==> src/rtl/tachometer_pulse_generator.sv <==
// Tachometer emulator: commanded RPM -> 50 % duty tach square wave via a 10 kHz tick and phase accumulator.
// Optional TACH_PULSE_COUNT_EN builds the 32-bit rising-edge counter; otherwise pulse_count_out is 0.
module tachometer_pulse_generator #(
  parameter int TICK_DIV       = 12500,
  parameter int PULSES_PER_REV = 2,
  parameter int MAX_RPM        = 30000
) (
  input  logic        clk_in,
  input  logic        reset_n_in,
  input  logic        enable_in,
  input  logic [20:0] rpm_in,
  input  logic        rpm_valid_in,
  output logic        tach_pulse_out,
  output logic        running_out,
  output logic [31:0] pulse_count_out
);

  // Half an output period expressed in tick-units: 60 s * 10000 ticks/s / 2.
  localparam int HALF    = 300000;
  localparam int MAX_INC = MAX_RPM * PULSES_PER_REV;
  localparam int ACC_W   = $clog2(HALF + MAX_INC) + 1;
  localparam int TICK_W  = (TICK_DIV > 1) ? $clog2(TICK_DIV) : 1;

  localparam logic [20:0]      MAX_RPM_L = 21'(MAX_RPM);
  localparam logic [ACC_W-1:0] HALF_L    = ACC_W'(HALF);
  localparam logic [ACC_W-1:0] PPR_L     = ACC_W'(PULSES_PER_REV);
  localparam logic [TICK_W-1:0] TICK_LAST = TICK_W'(TICK_DIV - 1);

  generate
    if (MAX_INC >= HALF) begin : g_cfg_err
      $error("MAX_RPM*PULSES_PER_REV must be below HALF: at most one toggle per tick");
    end
  endgenerate

  typedef enum logic {
    ST_IDLE = 1'b0,
    ST_RUN  = 1'b1
  } state_t;

  state_t            r_state;
  state_t            w_state_nxt;
  logic [TICK_W-1:0] r_div;
  logic [20:0]       r_rpm;
  logic [ACC_W-1:0]  r_acc;
  logic [ACC_W-1:0]  w_acc_nxt;
  logic              r_tach;
  logic              w_tach_nxt;
  logic              w_tick;
  logic [20:0]       w_rpm_sat;
  logic [ACC_W-1:0]  w_inc;
  logic [ACC_W-1:0]  w_sum;
  logic              w_go;

  assign w_tick    = (r_div == TICK_LAST);
  assign w_rpm_sat = (rpm_in > MAX_RPM_L) ? MAX_RPM_L : rpm_in;
  assign w_inc     = ACC_W'(r_rpm) * PPR_L;
  assign w_sum     = r_acc + w_inc;
  assign w_go      = enable_in && (r_rpm != '0);

  // NOTE: every output of this block gets a default first, so no path can infer a latch.
  always_comb begin
    w_state_nxt = r_state;
    w_acc_nxt   = r_acc;
    w_tach_nxt  = r_tach;
    case (r_state)
      ST_IDLE: begin
        w_acc_nxt  = '0;
        w_tach_nxt = 1'b0;
        if (w_go) w_state_nxt = ST_RUN;
      end
      ST_RUN: begin
        if (!w_go) begin
          // Leaving RUN truncates any high pulse in progress.
          w_state_nxt = ST_IDLE;
          w_acc_nxt   = '0;
          w_tach_nxt  = 1'b0;
        end else if (w_tick) begin
          if (w_sum >= HALF_L) begin
            w_acc_nxt  = w_sum - HALF_L;
            w_tach_nxt = ~r_tach;
          end else begin
            w_acc_nxt = w_sum;
          end
        end
      end
      default: begin
        w_state_nxt = ST_IDLE;
        w_acc_nxt   = '0;
        w_tach_nxt  = 1'b0;
      end
    endcase
  end

  // NOTE: state registers use non-blocking assignments under an asynchronous, active-low reset.
  always_ff @(posedge clk_in or negedge reset_n_in) begin
    if (!reset_n_in) begin
      r_div   <= '0;
      r_rpm   <= '0;
      r_state <= ST_IDLE;
      r_acc   <= '0;
      r_tach  <= 1'b0;
    end else begin
      r_div   <= w_tick ? '0 : r_div + TICK_W'(1);
      if (rpm_valid_in) r_rpm <= w_rpm_sat;
      r_state <= w_state_nxt;
      r_acc   <= w_acc_nxt;
      r_tach  <= w_tach_nxt;
    end
  end

  assign tach_pulse_out = r_tach;
  assign running_out    = (r_state == ST_RUN);

`ifdef TACH_PULSE_COUNT_EN
  logic [31:0] r_pulse_count;
  logic        w_rise;

  // Counts on the same edge the output rises, so it tracks the registered output exactly.
  assign w_rise = w_tach_nxt & ~r_tach;

  always_ff @(posedge clk_in or negedge reset_n_in) begin
    if (!reset_n_in) begin
      r_pulse_count <= '0;
    end else if (w_rise) begin
      r_pulse_count <= r_pulse_count + 32'd1;
    end
  end

  assign pulse_count_out = r_pulse_count;
`else
  assign pulse_count_out = 32'd0;
`endif

endmodule

==> config.mk <==
export PLATFORM = sky130hd
export DESIGN_NAME = tachometer_pulse_generator
export DESIGN_NICKNAME = d
export VERILOG_FILES = /design/src/rtl/tachometer_pulse_generator.sv
export SDC_FILE = /design/constraint.sdc
export NUM_CORES = 1
export LEC_CHECK = 0
export ABC_AREA = 0
export BUFFER_PORTS_ARGS = -buffer_cell sky130_fd_sc_hd__buf_2
export CORE_MARGIN = 1.5
export CORE_UTILIZATION = 63
export DETAILED_ROUTE_END_ITERATION = 8
export PLACE_DENSITY = 0.88
export SETUP_SLACK_MARGIN = 0.4
export SYNTH_ARGS = -nofsm -noshare
export SYNTH_HDL_FRONTEND = slang
export SYNTH_SLANG_ARGS = --single-unit
==> constraint.sdc <==
create_clock -name clk_in -period 4.9 [get_ports clk_in]
set_input_delay 0.49 -clock clk_in [delete_from_list [all_inputs] [get_ports clk_in]]
set_output_delay 0.49 -clock clk_in [all_outputs]
set_load 0.1 [all_outputs]
==> qor.csv, run 1 <==
stage;metric;value;unit
status;status;finished, final reports clean;
clock_network;post-CTS setup buffers;0;
yosys;top-count cell post-synth;dfrtp_1;
cells_and_area;Layout area overhead;3.03;%
timing;final setup TNS;0;ps
route;drt first-iter violations;212;
route;vias after detailed routing;3370;
placed_design;I/O Buffers;26;
clock_network;Root Driver;clkbuf_8;
placed_design;Placed Area;0.00411;mm^2
yosys;Avg Inst Size Synth;9.16;um^2
yosys;Syn Inst Count;446;
worst_setup_path;reg2reg start;r_rpm[0]$_DFFE_PN0P_;
worst_setup_path;critical path startpoint category;flip-flop;
timing;fmax;0.276;GHz
pwr;Psw;283;uW
pwr;Net Sw Frac;31.9;%
timing;worst clock skew;9.20;ps
clock_network;Hold Buf Count CTS;0;
run;Max-cap violations;0;
pwr;combinational share of power;16.9;%
global_route;largest net degree at the start of global routing;57;
floorplan;Core Box Area;0.00631;mm^2
yosys;ys flop type;dfrtp_1;
route;DR vias/cell;6.23;
global_route;vias in the first global route;3339;
cells_and_area;layout cells sized above 1;13.4;%
worst_setup_path;Worst Path Max Fanout;24;
pwr;power per cell area;210;mW/mm^2
timing;fin. max-slew vios;0;
timing;worst slew pin tran;837;ps
yosys;Yosys top cell area share;34.3;%
route;WL final;8810;um
yosys;total number of yosys warnings;0;
worst_setup_path;Worst EP required;5130;ps
timing;fin crit share;74.0;%
yosys;Synth area leaders;dfrtp_1 (34%), ha_1 (6.1%), buf_4 (5.9%);
clock_network;total CTS buffers;5;
yosys;Post-synth EDFFs;0;
yosys;ys async rst share;100;%
clock_network;CTS Buffer Depth;2;
yosys;sequential area share after synthesis;34.3;%
floorplan;Die Y;83.5;um
yosys;Synth cell types;66;
worst_setup_path;CP Capture Type;flip-flop;
pwr;leakage power;0.00190;uW
timing;final hold viol count;0;
floorplan;Die ar.;0.00698;mm^2
clock_network;Resized Gates After CTS;0;
worst_setup_path;critical path class;reg -> reg;
timing;Rel. slew slack;44.2;%
worst_setup_path;reg2reg end;r_acc[17]$_DFFE_PN0P_;
floorplan;Initial Utilization;64.7;%
floorplan;FP Rows;29;
route;Wirelength per Cell;16.3;um
global_route;first-pass GRT wire length;15000;um
yosys;Synth Cell Area;0.00409;mm^2
global_route;total grt overflow;0;
hold_path;Hold WC Path Type;in -> async;
pwr;total power;885;uW
pwr;Max VDD drop;0.224;mV
yosys;area leader, netlist;dfrtp_1;
route;Remaining DRCs;0;
pwr;cell internal pwr;603;uW
global_route;antenna violations before repair;0;
timing;RSZ-0062 raised after global routing;no;
yosys;top cells by count, synth;dfrtp_1 (56), nand2_1 (37), buf_4 (32);
worst_setup_path;data arrival time of the worst path;3860;ps
clock_network;CTS sink count;56;
pwr;sequential share of power;52.4;%
global_route;GRT Total Usage;26.2;%
clock_network;Clk Latency, worst-skew pair;310;ps
clock_network;Worst-path clk slew;100;ps
placed_design;GP Congestion;0.909;
pwr;clock power share;30.7;%
worst_setup_path;reg2reg setup slack;1270;ps
timing;fin crit period;3630;ps
floorplan;Die Wd;83.5;um
cells_and_area;final net count;510;
yosys;synthesized flop and latch total;56;
clock_network;depth of the CTS H-tree;2;
clock_network;CTS tree;yes;
floorplan;boundary pin count;59;
worst_setup_path;worst r2r path cells;11;
cells_and_area;Final Instance Area;0.00421;mm^2
route;number of iterations in the first detailed-routing pass;5;
cells_and_area;Diodes inserted;0;
timing;setup violators final;0;
route;ANT nets after route;0;
placed_design;hpwl dp;6600;um
-- how the worst max path moves through the flow --
stage / start / to / slack, ps / depth (start not counted)
floorplan: r_rpm[0]$_DFFE_PN0P_ / r_acc[17]$_DFFE_PN0P_ / 1630 / 11
CTS: r_rpm[0]$_DFFE_PN0P_ / r_acc[17]$_DFFE_PN0P_ / 1280 / 11
finish: r_rpm[0]$_DFFE_PN0P_ / r_acc[17]$_DFFE_PN0P_ / 1270 / 11
detailed placement: r_rpm[0]$_DFFE_PN0P_ / r_acc[17]$_DFFE_PN0P_ / 1320 / 11
global placement: r_rpm[0]$_DFFE_PN0P_ / r_acc[17]$_DFFE_PN0P_ / 1400 / 11
global route: r_rpm[0]$_DFFE_PN0P_ / r_acc[17]$_DFFE_PN0P_ / 990 / 12
-- per-layer routing --
metal / track usage, % / vias to the layer above / wire [um]
li1: - / 1603 / -
met1: 33.5 / 1640 / 3810
met2: 45.8 / 104 / 4470
met3: 3.36 / 23 / 330
met4: 9.54 / 0 / 204
met5: 0 / - / 0
-- kinds of logic after synthesis --
kind of cell	count (synthesis)	share of synthesized area, %
AO/OA/AOI/OAI	117	21.5
XOR/XNOR	31	7.20
adder cells (fa/ha/maj)	21	6.62
buffers and inverters	58	9.16
flip-flops	56	34.3
multiplexers	4	0.980
other	1	0.0918
AND/OR/NAND/NOR	158	20.1
-- layout make-up --
| cell class | instances | area [um^2] |
|---|---|---|
| inverter | 10 | 37.5 |
| timing repair buffer | 28 | 145 |
| clock buffer | 7 | 96.3 |
| sequential | 56 | 1400 |
| multi-input combinational | 363 | 2430 |
| tap | 77 | 96.3 |
| fill | 494 | 2100 |
-- through the flow --
| stage | setup WS [ps] | hold WS [ps] | util (%) | cells |
|---|---|---|---|---|
| floorplan | 1630 | 194 | - | 477 |
| detailed placement | 1320 | 496 | 65.1 | 534 |
| global route | 988 | 361 | 66.7 | 541 |
| CTS | 1280 | 324 | 66.7 | 541 |
| global placement | 1400 | 485 | 65.1 | 534 |
| finish | 1270 | 300 | 66.7 | 541 |
-- critical path, cell delays in order (launching register included) --
cell,delay [ps]
dfrtp_1,410
ha_1,250
fa_1,420
a211oi_2,350
o21ai_1,170
o31ai_2,260
xnor2_2,200
a311oi_2,220
o21ba_1,250
o211a_4,350
or4_1,500
a31oi_1,170
-- placed cells by master, fill, tap and decap left out, types with 5 or more instances in the layout --
cell	synthesis	layout
nor2_1	28	28
conb_1	1	32
nand4_1	6	6
ha_1	20	20
inv_1	10	10
o21a_1	11	11
nand2b_1	5	5
xnor2_1	15	15
or3_1	6	6
nand2_1	37	37
a21o_1	7	7
nand3_1	21	21
and3_1	6	6
xor2_1	13	13
clkbuf_8	0	7
and2_1	5	5
buf_2	1	26
a21oi_1	14	14
o22a_1	8	8
or4_1	6	6
nor4_1	8	7
o21ai_0	24	24
nor2b_1	7	7
nor3_1	13	13
a31oi_1	5	5
o21ai_1	5	5
dfrtp_1	56	56
-- power by group through the flow --
stage / registers, uW / clock network (uW) / logic [uW]
after floorplan: 476 / 0 / 140
after global placement: 473 / 0 / 148
after detailed placement: 473 / 0 / 149
after CTS: 464 / 274 / 149
after global routing: 464 / 287 / 156
final: 464 / 272 / 150
-- flip-flops by register name, indices dropped and copies added (netlist names) --
signal          cells
tach_pulse_out      1
r_acc              19
running_out         1
r_rpm              21
r_div              14
No activity file was read; power rests on OpenSTA's default activity.
==> run 2: changes to the inputs <==
--- a/config.mk
+++ b/config.mk
@@ -8,9 +8,9 @@
 export ABC_AREA = 0
 export BUFFER_PORTS_ARGS = -buffer_cell sky130_fd_sc_hd__buf_2
 export CORE_MARGIN = 1.5
-export CORE_UTILIZATION = 63
+export CORE_UTILIZATION = 58
 export DETAILED_ROUTE_END_ITERATION = 8
-export PLACE_DENSITY = 0.88
+export PLACE_DENSITY = 0.82
 export SETUP_SLACK_MARGIN = 0.4
 export SYNTH_ARGS = -nofsm -noshare
 export SYNTH_HDL_FRONTEND = slang
==> constraint.sdc (replaced) <==
create_clock -name clk_in -period 3.6 [get_ports clk_in]
set_input_delay 0.36 -clock clk_in [delete_from_list [all_inputs] [get_ports clk_in]]
set_output_delay 0.36 -clock clk_in [all_outputs]
set_load 0.1 [all_outputs]
==> run 2 against run 1 <==
Effect of this change: clock skew is 1.9 ps lower; core utilization is 4.8 points higher; cell area is 15% higher; total power is 42% higher; non-clock buffer count is 28 higher; critical endpoint unchanged.
==> qor.csv, run 2 (synthesis gave the netlist of run 1 again) <==
stage;metric;value;unit;change
route;DR vias/cell;6.48;;+4.1%
pwr;combinational share of power;16.6;%;-0.3 points
route;drt first-iter violations;503;;+140%
route;vias after detailed routing;3832;;+14%
cells_and_area;Top reg by flops;r_rpm;;
cells_and_area;biggest regs;r_rpm (21), r_acc (19), r_div (14);;
timing;fin crit period;3400;ps;-227 ps
global_route;GRT Total Usage;25.8;%;-0.41 points
timing;final hold viol count;0;;unchanged
worst_setup_path;max incr delay on CP;440;ps;-60 ps
pwr;Max VDD drop;0.279;mV;+25%
timing;final setup TNS;0;ps;unchanged
worst_setup_path;Worst Path Max Fanout;4;;-83%
clock_network;Root Driver;clkbuf_8;;
placed_design;GP Congestion;0.957;;+5.3%
clock_network;Worst-path clk slew;100;ps;about the same
clock_network;CTS tree;yes;;
worst_setup_path;Crit-path slowest cell;or4_1;;
worst_setup_path;CP Depth;12;;+1
worst_setup_path;crit-path cells;ha_4 > fa_2 > a211oi_4 > nor2_1 > xor2_1 > ha_1 > and2_4 > a311o_1 > a21oi_2 > o21ai_1 > or4_1 > a31oi_1;;
cells_and_area;commonest non-fill, non-tap cells in the layout;dfrtp_1 (53), nand2_1 (36), conb_1 (32);;
pwr;cell internal pwr;858;uW;+42%
floorplan;Initial Utilization;60.1;%;-4.6 points
clock_network;Clk Latency, worst-skew pair;330;ps;+20 ps
cells_and_area;Layout area overhead;18.9;%;
floorplan;Die Y;86.9;um;+4.1%
cells_and_area;Diodes inserted;0;;unchanged
run;Max-cap violations;0;;unchanged
pwr;power per cell area;259;mW/mm^2;+23%
floorplan;FP Rows;30;;+3.4%
timing;fin. max-slew vios;0;;unchanged
worst_setup_path;crit-path leading delay family;compound AO/OA/AOI/OAI gates;;
status;status;finished, final reports clean;;
cells_and_area;Final Instance Area;0.00486;mm^2;+15%
clock_network;total CTS buffers;5;;unchanged
timing;Rel. slew slack;52.3;%;+8.1 points
worst_setup_path;critical path class;reg -> reg;;
pwr;clock power share;33.2;%;+2.5 points
global_route;first-pass GRT wire length;15400;um;+2.2%
worst_setup_path;data arrival time of the worst path;3640;ps;-220 ps
route;Remaining DRCs;0;;unchanged
route;WL final;11000;um;+25%
pwr;Psw;400;uW;+42%
timing;worst clock skew;7.27;ps;-1.93 ps
clock_network;depth of the CTS H-tree;2;;unchanged
cells_and_area;commonest non-fill, non-tap cell in the layout;dfrtp_1;;
worst_setup_path;worst r2r path cells;12;;+1
worst_setup_path;Worst EP required;3840;ps;-1290 ps
route;number of iterations in the first detailed-routing pass;6;;+1
clock_network;CTS Buffer Depth;2;;unchanged
worst_setup_path;CP Capture Type;flip-flop;;
floorplan;Core Box Area;0.00679;mm^2;+7.6%
pwr;sequential share of power;50.2;%;-2.2 points
timing;fin crit share;94.4;%;+20 points
hold_path;hold depth;3;;
cells_and_area;final net count;540;;+5.9%
route;Wirelength per Cell;18.6;um;+14%
floorplan;Die ar.;0.00756;mm^2;+8.3%
hold_path;Hold WC Path Type;in -> reg;;
worst_setup_path;critical path startpoint category;flip-flop;;
pwr;Net Sw Frac;31.8;%;-0.14 points
route;ANT nets after route;0;;unchanged
global_route;antenna violations before repair;0;;unchanged
placed_design;Placed Area;0.00417;mm^2;+1.3%
timing;fmax;0.294;GHz;+6.7%
pwr;leakage power;0.00210;uW;+11%
timing;worst slew pin tran;716;ps;-121 ps
global_route;largest net degree at the start of global routing;37;;-35%
cells_and_area;layout cells sized above 1;27.3;%;+14 points
global_route;vias in the first global route;3311;;-0.84%
timing;setup violators final;0;;unchanged
global_route;total grt overflow;0;;unchanged
placed_design;I/O Buffers;26;;unchanged
placed_design;hpwl dp;6530;um;-1.1%
timing;RSZ-0062 raised after global routing;yes;;
floorplan;boundary pin count;59;;unchanged
floorplan;Die Wd;86.9;um;+4.1%
worst_setup_path;Buf/Inv on CP;0;;unchanged
cells_and_area;Largest register FFs;21;;unchanged
clock_network;CTS sink count;56;;unchanged
## run 2: cell count changes in the layout (fill, tap and decap cells not counted), moves of 4 or more
cell / previous run / this run
ha_4: 0 / 8
buf_4: 2 / 27
xnor2_1: 15 / 11
ha_1: 20 / 9
## run 2: final timing paths
path                            slack, ps               endpoint             startpoint
worst min register to register        520  r_rpm[19]$_DFFE_PN0P_  r_rpm[19]$_DFFE_PN0P_
max in group asynchronous            2270   r_rpm[2]$_DFFE_PN0P_             reset_n_in
worst max-delay path                  200  r_acc[17]$_DFFE_PN0P_   r_rpm[0]$_DFFE_PN0P_
min in group asynchronous             500   r_rpm[4]$_DFFE_PN0P_             reset_n_in
worst max register to register        200  r_acc[17]$_DFFE_PN0P_   r_rpm[0]$_DFFE_PN0P_
worst min-delay path                  250   r_rpm[0]$_DFFE_PN0P_              rpm_in[0]
## run 2: metal layers
layer	global-route usage, %	wire (um)	share of wire [%]
met1	34.4	4280	39
met2	43.3	5330	49
met3	3.60	984	9.0
met4	8.65	370	3.4
met5	0	0	0
## run 2: power by group through the flow
stage | Sequential, uW | Clock, uW | Combinational, uW
after global routing | 632 | 446 | 217
after floorplan | 648 | 0 | 191
final | 632 | 418 | 209
after detailed placement | 644 | 0 | 203
after CTS | 632 | 416 | 205
after global placement | 644 | 0 | 202
## run 2: worst reg2reg max path, stage by stage (launching register included)
cell and delay (ps):
dfrtp_1 430, ha_4 200, fa_2 380, a211oi_4 280, nor2_1 110, xor2_1 200, ha_1 220, and2_4 160
a311o_1 380, a21oi_2 210, o21ai_1 110, or4_1 440, a31oi_1 190
## run 2: area by class of cell
cell class / count / area (um^2)
Clock buffer: 6 / 72.6
Clock inverter: 2 / 35.0
Fill cell: 461 / 1940
Inverter: 10 / 37.5
Multi-Input combinational cell: 365 / 2820
Sequential cell: 56 / 1410
Tap cell: 96 / 120
Timing Repair Buffer: 56 / 365
## run 2: what timing repair did
action | 4_1_cts | 5_1_grt
gates resized for setup | 12 | 55
setup buffers | 8 | 17
pin swaps | 11 | 28
endpoints found under the setup margin | 14 | 16
hold endpoints to repair | 11 | 0
gates cloned | 1 | 1
hold buffers | 1 | 0
## run 2: per-stage QoR
| step | hold WS, ps | std cells | power, uW | util [%] | setup slack [ps] |
|---|---|---|---|---|---|
| after floorplan | 64.4 | 477 | 839 | - | 412 |
| after global placement | 330 | 555 | 846 | 61.3 | 245 |
| after detailed placement | 334 | 555 | 847 | 61.3 | 134 |
| after CTS | 262 | 573 | 1250 | 65.0 | 357 |
| after global routing | 263 | 591 | 1300 | 71.5 | 172 |
| final | 251 | 591 | 1260 | 71.5 | 201 |
